`src/rtl/gf180mcu_fd_sc_mcu9t5v0__arb3_rr.sv`:
```
// Three-requester round-robin arbiter with registered, one-hot, break-before-make grants.
// Latency: request sampled at edge n -> grant visible after edge n (1 cycle); one dead cycle between owners.
// Backpressure: owner holds grant while its request stays high; EN=0 or hold timeout forces release.
//
// Ports:
//   CLK, RST          clock (rising edge), asynchronous active-high reset
//   EN                arbitration enable; low releases the current grant and blocks new ones
//   A1, A2, A3        requests
//   Z1, Z2, Z3        registered one-hot grants
//   ZN                combinational NOR of the requests (idle indicator)
//   BUSY              registered, high while a grant is held
//   TO                registered one-cycle pulse when a grant is revoked purely by timeout
module gf180mcu_fd_sc_mcu9t5v0__arb3_rr #(
   parameter int TIMEOUT = 15,
   parameter int CW      = 4
) (
   input  logic CLK,
   input  logic RST,
   input  logic EN,
   input  logic A1,
   input  logic A2,
   input  logic A3,
   output logic Z1,
   output logic Z2,
   output logic Z3,
   output logic ZN,
   output logic BUSY,
   output logic TO
);

   typedef enum logic [1:0] {
      S_IDLE  = 2'd0,
      S_GRANT = 2'd1,
      S_GAP   = 2'd2
   } state_t;

   // Counter value seen in the last permitted grant cycle (counter starts at 0 on the grant edge).
   localparam logic [CW-1:0] C_TLIM = (TIMEOUT == 0) ? '0 : CW'(TIMEOUT - 1);
   localparam logic [CW-1:0] C_SAT  = '1;

   state_t        r_state, w_state;
   logic [1:0]    r_owner, w_owner;   // 1..3 while granted
   logic [1:0]    r_last,  w_last;    // most recent owner, 1..3
   logic [CW-1:0] r_cnt,   w_cnt;
   logic [2:0]    r_z,     w_z;       // bit 0 = Z1
   logic          r_busy,  w_busy;
   logic          r_to,    w_to;

   logic [2:0]    w_req;
   logic          w_any;
   logic [1:0]    w_win;
   logic          w_own_req;
   logic          w_tmo;

   assign w_req = {A3, A2, A1};
   assign w_any = |w_req;

   // Rotating priority: scan starting just after the last owner.
   always_comb begin
      w_win = 2'd0;
      case (r_last)
         2'd1: begin
            if      (A2) w_win = 2'd2;
            else if (A3) w_win = 2'd3;
            else if (A1) w_win = 2'd1;
         end
         2'd2: begin
            if      (A3) w_win = 2'd3;
            else if (A1) w_win = 2'd1;
            else if (A2) w_win = 2'd2;
         end
         default: begin
            if      (A1) w_win = 2'd1;
            else if (A2) w_win = 2'd2;
            else if (A3) w_win = 2'd3;
         end
      endcase
   end

   always_comb begin
      w_own_req = 1'b0;
      case (r_owner)
         2'd1:    w_own_req = A1;
         2'd2:    w_own_req = A2;
         2'd3:    w_own_req = A3;
         default: w_own_req = 1'b0;
      endcase
   end

   assign w_tmo = (TIMEOUT != 0) && (r_cnt == C_TLIM);

   // Next-state and registered-output logic.
   always_comb begin
      w_state = r_state;
      w_owner = r_owner;
      w_last  = r_last;
      w_cnt   = r_cnt;
      w_z     = r_z;
      w_busy  = r_busy;
      w_to    = 1'b0;
      case (r_state)
         S_GRANT: begin
            if (!w_own_req || !EN || w_tmo) begin
               w_state = S_GAP;
               w_z     = 3'b000;
               w_busy  = 1'b0;
               w_last  = r_owner;
               // Pulse only when the timeout is the sole reason for release.
               w_to    = w_tmo && w_own_req && EN;
            end else if (r_cnt != C_SAT) begin
               w_cnt = r_cnt + 1'b1;
            end
         end
         default: begin
            // IDLE and GAP arbitrate identically; GAP itself guarantees the dead cycle.
            if (EN && w_any) begin
               w_state = S_GRANT;
               w_owner = w_win;
               w_cnt   = '0;
               w_busy  = 1'b1;
               case (w_win)
                  2'd1:    w_z = 3'b001;
                  2'd2:    w_z = 3'b010;
                  default: w_z = 3'b100;
               endcase
            end else begin
               w_state = S_IDLE;
               w_z     = 3'b000;
               w_busy  = 1'b0;
            end
         end
      endcase
   end

   always_ff @(posedge CLK or posedge RST) begin
      if (RST) begin
         r_state <= S_IDLE;
         r_owner <= 2'd0;
         r_last  <= 2'd3;
         r_cnt   <= '0;
         r_z     <= 3'b000;
         r_busy  <= 1'b0;
         r_to    <= 1'b0;
      end else begin
         r_state <= w_state;
         r_owner <= w_owner;
         r_last  <= w_last;
         r_cnt   <= w_cnt;
         r_z     <= w_z;
         r_busy  <= w_busy;
         r_to    <= w_to;
      end
   end

   assign Z1   = r_z[0];
   assign Z2   = r_z[1];
   assign Z3   = r_z[2];
   assign BUSY = r_busy;
   assign TO   = r_to;
   assign ZN   = ~(A1 | A2 | A3);

endmodule

```
`config.mk`:
```
export PLATFORM = sky130hd
export DESIGN_NAME = gf180mcu_fd_sc_mcu9t5v0__arb3_rr
export DESIGN_NICKNAME = d
export VERILOG_FILES = /design/src/rtl/gf180mcu_fd_sc_mcu9t5v0__arb3_rr.sv
export SDC_FILE = /design/constraint.sdc
export NUM_CORES = 1
export LEC_CHECK = 0
export BUFFER_PORTS_ARGS = -buffer_cell sky130_fd_sc_hd__buf_4
export CORE_UTILIZATION = 30
export DETAILED_ROUTE_END_ITERATION = 10
export SYNTH_ARGS = -nofsm -noshare
export SYNTH_HDL_FRONTEND = slang
export SYNTH_SLANG_ARGS = --single-unit
```
`constraint.sdc`:
```
create_clock -name CLK -period 4.26 [get_ports CLK]
set_clock_uncertainty 0.05 [all_clocks]
set_input_delay 0.639 -clock CLK [delete_from_list [all_inputs] [get_ports CLK]]
set_output_delay 0.639 -clock CLK [all_outputs]
set_load 0.01 [all_outputs]
```
==> impl_results.md, run 1 <==
* Status: completed
* DR vias at 651
* Critical Path Fanout Max at 5
* Fillers at ~270
* DRC errors left at 0
* Drt first pass iters at 6
* Overall power at 519.5 µW
* Setup TNS Final at 0 ns
* Final wirelength at about 1.7 mm
* Initial Utilization at 0.3265
* Root Buffer Master: clkbuf_4
* Clk buf depth at 2
* Mean Syn Cell Area at 10.52 µm²
* First-pass GRT wire length at 2.835 mm
* Leak at 0.0004673 µW
* Largest net degree at the start of global routing at 15
* Sequential share of the synthesized area at 0.4247
* Cell area after layout at slightly below 1000 µm²
* Unique masters post-synth at 31
* Post-CTS setup buffers at 0
* Die Y at 54.63 µm
* CTS Sinks at 14
* YS warnings at 0
* Crit end category: register
* Share of cells above drive strength 1 at 0.2366
* Pre-CTS setup slack at 2.220 ns
* # diodes at 0
* Congestion Overflow GR at 0
* Cts hold-fix bufs at 0
* Die X at 54.63 µm
* Mapped Nets at 89
* CTS Buf Count at 3
* Cts repair resizes at 0
* Die area at 2984 µm²
* Post-Route Utilization at 0.3820
* Area Overhead vs Synth at 17.02%
* Gr usage total at 0.1375
* # rows at 18
* Hold Path Class: in -> async
* RSZ-0062 raised after global routing: false
* CP required at 4.40 ns
* Final Setup Violations at 0
* Nets at about 100
* Number of DRC markers in iteration 0 at 17
* Detailed Place HPWL at 1.324 mm
* Number of buffers added on ports at 11
* Initial antenna violation count at 0
* Io pins at 12
* DR vias/cell at 5.293
* Vias in the first global route at 634
* Avg WL per Cell at 13.63 µm
* Crit path launch type: register
* Pwr Density at around 530 nW/µm²
* Max Freq at 485.0 MHz
* Syn Inst Count at 79
* Clk slew on worst S/H paths at 0.09 ns
* Slew Viols, Final at 0
* Crit Path Class: reg -> reg
* Tcrit/Tclk final at 0.4840
* Core area at 2545 µm²
* Post-Synthesis Cell Area at roughly 830 µm²
* CTS tree: built
* Minimum clock period at 2.062 ns
* Setup WS post-layout at 2.198 ns
* Slew HR at 0.5502
* CP arrival at 2.21 ns
* Worst ir drop on vdd at 0.3127 mV
* H-tree Lvls at 1
* Clock latency on the worst-skew pair at 0.29 ns
* #FFs+latches synth at 14
* Post-DP Area at 945.9 µm²
* Max Cap Violations at 0
* Post-route ant nets at 0
* RD Place Congestion at 0.6699
* Fin. Hold Viols at 0
* Actual slew at the worst max-slew pin at 0.6726 ns
-- layout by cell type (no fill, tap or decap), types with 3 or more instances in the layout --
cell / Yosys / routed
dfrtp_1: 12 / 12
buf_4: 0 / 11
nand2_1: 6 / 6
inv_1: 6 / 6
a21oi_1: 5 / 5
nand3_1: 4 / 4
nand2b_1: 4 / 4
and3_1: 4 / 4
ha_1: 4 / 4
mux2_4: 3 / 3
clkbuf_4: 0 / 3
-- sequential cells by signal (all words and copies together) (netlist names) --
signal	count
r_owner	2
r_cnt	4
r_last	2
r_state	2
TO	1
r_z	3
-- report_power, final --
group | switching (µW) | leakage [µW] | internal, µW
Sequential | 29.0 | 0.000181 | 175
Combinational | 124 | 0.000271 | 109
Clock | 46.3 | 0.0000150 | 36.5
-- path summary, 6_finish.rpt --
kind | start | slack (ns) | to | depth (start not counted)
max | r_last[0] | 2.20 | r_z[2] | 5
max in group asynchronous | RST | 3.47 | r_last[1] | 2
min reg2reg | r_z[1] | 0.46 | r_z[1] | 1
min in group CLK | r_z[1] | 0.46 | r_z[1] | 1
max reg2reg | r_last[0] | 2.20 | r_z[2] | 5
min | RST | 0.32 | TO | 2
-- synthesized netlist by cell type --
cell / instances / area, µm²
nor2_1: 1 / 3.750
a31oi_4: 1 / 21.27
a41o_1: 2 / 20.02
mux2_1: 1 / 11.26
a21o_1: 1 / 7.510
or3_1: 1 / 6.260
o2bb2ai_1: 2 / 17.52
o31ai_1: 2 / 15.01
a32o_1: 1 / 10.01
mux2_4: 3 / 45.04
o311a_1: 2 / 20.02
a211oi_1: 2 / 15.01
nand2_1: 6 / 22.52
a21o_4: 1 / 15.01
nand3_2: 1 / 10.01
and3_1: 4 / 25.02
buf_2: 1 / 5.000
inv_1: 6 / 22.52
a21boi_0: 1 / 7.510
a21oi_1: 5 / 25.02
and2_1: 2 / 12.51
nand2b_1: 4 / 25.02
nand3_1: 4 / 20.02
nor3_1: 2 / 10.01
ha_1: 4 / 50.05
dfrtp_1: 12 / 300.3
o32ai_1: 1 / 8.760
dfstp_2: 2 / 52.55
o21ai_0: 1 / 5.000
and3b_1: 1 / 8.760
nor2b_1: 2 / 12.51
-- critical path, cell delays in order (launching register included) --
cell and delay [ns]:
dfstp_2 0.56, inv_1 0.04, ha_1 0.33, o32ai_1 0.62, a21oi_1 0.10, o31ai_1 0.27
-- metal layers --
metal | GRT usage | vias up | wire length [µm]
met5 | 0 | - | 0
met4 | 0.07692 | 0 | 30
met3 | 0.02500 | 3 | 47
met2 | 0.2129 | 12 | 838
met1 | 0.1781 | 314 | 759
li1 | - | 322 | -
-- per-stage QoR --
step	std cells	hold slack [ns]
after floorplan	79	0.4716
after global placement	119	0.4334
after detailed placement	119	0.4470
after CTS	123	0.3465
after global routing	123	0.3975
final	123	0.3231
-- cell families after synthesis --
| kind of cell | count (synthesis) | share of synthesized area |
|---|---|---|
| and+or+nand+nor | 28 | 0.1882 |
| AOI/OAI and AO/OA | 22 | 0.2259 |
| DFF | 14 | 0.4247 |
| buffers and inverters | 7 | 0.03312 |
| muxes | 4 | 0.06777 |
| adders and majority gates | 4 | 0.06024 |
-- area by class of cell --
type | count | area, µm² | share of cell area
clock buffers | 4 | 26.28 | 0.02703
multi-input cells | 58 | 450.4 | 0.4633
well taps | 30 | 37.54 | 0.03861
flip-flops and latches | 14 | 352.8 | 0.3629
inverters | 6 | 22.52 | 0.02317
repair buffers | 11 | 82.58 | 0.08494
No activity file was read; power rests on OpenSTA's default activity.
==> inputs of run 2 (changes only) <==
clock period = 1.8 ns   (was 4.26 ns; I/O delays follow)
==> run 2 against run 1 <==
  * Design area is 9.1% higher
  * Via count rose by 2.6%
  * Clock-buffer cell count unchanged
  * Combinational power rose to 3.0 times the previous value
  * Power grew to 2.8 times the previous value
  * Wire length increased by 6.8%
  * Setup slack got worse by 2.2 ns
  * Global-route usage is 0.41 points higher
  * Sequential power increased by 140%
  * Maximum frequency rose by 18%
  * Critical path type unchanged
==> impl_results.md, run 2 (synthesis results as in run 1) <==
* Status: completed
* Area occupied by multi-input gates at 489.2 µm² (+8.6%)
* Worst ir drop on vdd at 0.8511 mV (+170%)
* # diodes at 0 (unchanged)
* CP required at 1.92 ns (-2.48 ns)
* First-pass GRT wire length at 2.994 mm (+5.6%)
* Vias in the first global route at 649 (+2.4%)
* Critical Path Fanout Max at 3 (-2)
* Root Buffer Master: clkbuf_4
* DR vias at 668 (+2.6%)
* CP arrival at 1.88 ns (-0.33 ns)
* Hold Path Class: in -> reg
* Avg WL per Cell at 13.98 µm (+2.6%)
* Drt first pass iters at 4 (-2)
* Die X at 54.63 µm (unchanged)
* Commonest non-fill, non-tap cells in the layout: buf_4, dfrtp_1, nand2_1, inv_1, a21oi_1
* Crit path launch type: register
* Clk slew on worst S/H paths at 0.10 ns (about the same)
* Number of buffers added on ports at 11 (unchanged)
* Clk buf depth at 2 (unchanged)
* Share of cells above drive strength 1 at 0.3469 (+0.1104)
* H-tree Lvls at 1 (unchanged)
* Met2 wire len at 863 µm (+3.0%)
* Max layer used: met3
* Hold slack at 0.2168 ns (-0.1063 ns)
* Die Y at 54.63 µm (unchanged)
* DR vias/cell at 5.219 (-1.4%)
* Tcrit/Tclk final at 0.9739 (+0.4899)
* Crit end category: register
* Gr usage total at 0.1416 (+0.004142)
* Actual slew at the worst max-slew pin at 0.5407 ns (-0.1320 ns)
* Pwr Density at 1347 nW/µm² (+150%)
* Leak at 0.0005039 µW (+7.8%)
* Clock latency on the worst-skew pair at 0.28 ns (about the same)
* Largest net degree at the start of global routing at 15 (unchanged)
* CTS tree: built
* Io pins at 12 (unchanged)
* Post-route ant nets at 0 (unchanged)
* Crit Path Class: reg -> reg
* Nets at 109 (+4.8%)
* Slew HR at 0.6392 (+0.08898)
* Setup WS post-layout at 0.04695 ns (-2.151 ns)
* Pre-CTS setup slack at -0.01564 ns (-2.235 ns)
* DR WL met3 at 40 µm (-15%)
* Initial antenna violation count at 0 (unchanged)
* Area Overhead vs Synth at 27.71%
* Biggest regs: r_cnt (4), r_z (3)
* Max Cap Violations at 0 (unchanged)
* Most flops, register: r_cnt
* Slew Viols, Final at 0 (unchanged)
* Initial Utilization at 0.3265 (unchanged)
* CTS Sinks at 14 (unchanged)
* RSZ-0062 raised after global routing: false
* Detailed Place HPWL at 1.314 mm (-0.76%)
* Max Freq at 570.4 MHz (+18%)
* Fillers at 244 (-9.0%)
* Minimum clock period at 1.753 ns (-0.3090 ns)
* CTS Buf Count at 3 (unchanged)
* Post-Route Utilization at 0.4169 (+0.03491)
* DRC errors left at 0 (unchanged)
* Fin. Hold Viols at 0 (unchanged)
* Die area at 2984 µm² (unchanged)
* Congestion Overflow GR at 0 (unchanged)
* Max reg flops at 4 (unchanged)
* RD Place Congestion at 0.7165 (+7.0%)
* Number of DRC markers in iteration 0 at 7 (-10)
* Register area at 352.8 µm² (unchanged)
* DRT met1 WL at 887 µm (+17%)
* Commonest non-fill, non-tap cell in the layout: buf_4
* Final wirelength at 1.790 mm (+6.8%)
* # rows at 18 (unchanged)
* Core area at 2545 µm² (unchanged)
* Final Setup Violations at 0 (unchanged)
[run 2: path summary, 6_finish.rpt]
check	from	to	slack [ns]	cells past startpoint
max reg2reg	r_last[1]	r_owner[1]	0.05	6
min in group asynchronous	RST	r_state[1]	0.53	3
max in group asynchronous	RST	r_last[1]	0.80	3
min	EN	r_state[1]	0.22	2
min reg2reg	r_z[1]	r_z[1]	0.46	1
max	r_last[1]	r_owner[1]	0.05	6
[run 2: routing by layer]
| layer | vias up | global-route usage |
|---|---|---|
| met5 | - | 0 |
| met4 | 0 | 0.05128 |
| met3 | 0 | 0.01667 |
| met2 | 5 | 0.2209 |
| met1 | 328 | 0.1990 |
| li1 | 335 | - |
[run 2: stage by stage]
step | cell area, µm² | cells | TNS (ns) | power [µW]
2_1_floorplan | 830.8 | 79 | 0 | 884.4
3_3_place_gp | 975.9 | 123 | 0 | 1067
3_5_place_dp | 975.9 | 123 | -0.01564 | 1080
4_1_cts | 1035 | 128 | 0 | 1352
5_1_grt | 1061 | 128 | 0 | 1530
6_report | 1061 | 128 | 0 | 1430
[run 2: critical path: stages (launching register included)]
cell and delay (ns):
dfstp_2 0.58, inv_1 0.05, ha_2 0.18, nand2b_1 0.14, a21o_1 0.18, and2_4 0.17, mux2_1 0.29
[run 2: timing repair]
item                                    CTS  global route
endpoints found under the hold margin     6             0
endpoints found under the setup margin    1             4
pin swaps                                 0             2
gates resized for setup                   3             5
hold buffers                              1             0
setup buffers                             0             0
[run 2: layout make-up]
class | instances | area share
Tap cell | 30 | 0.03538
Inverter | 6 | 0.02123
Clock buffer | 4 | 0.03420
Multi-Input combinational cell | 58 | 0.4611
Sequential cell | 14 | 0.3325
Timing Repair Buffer | 16 | 0.1156
[run 2: where the power goes]
group / switching, µW / internal, µW
Combinational: 336 / 363
Clock: 113 / 123
Sequential: 80.3 / 414
Total: 530 / 900
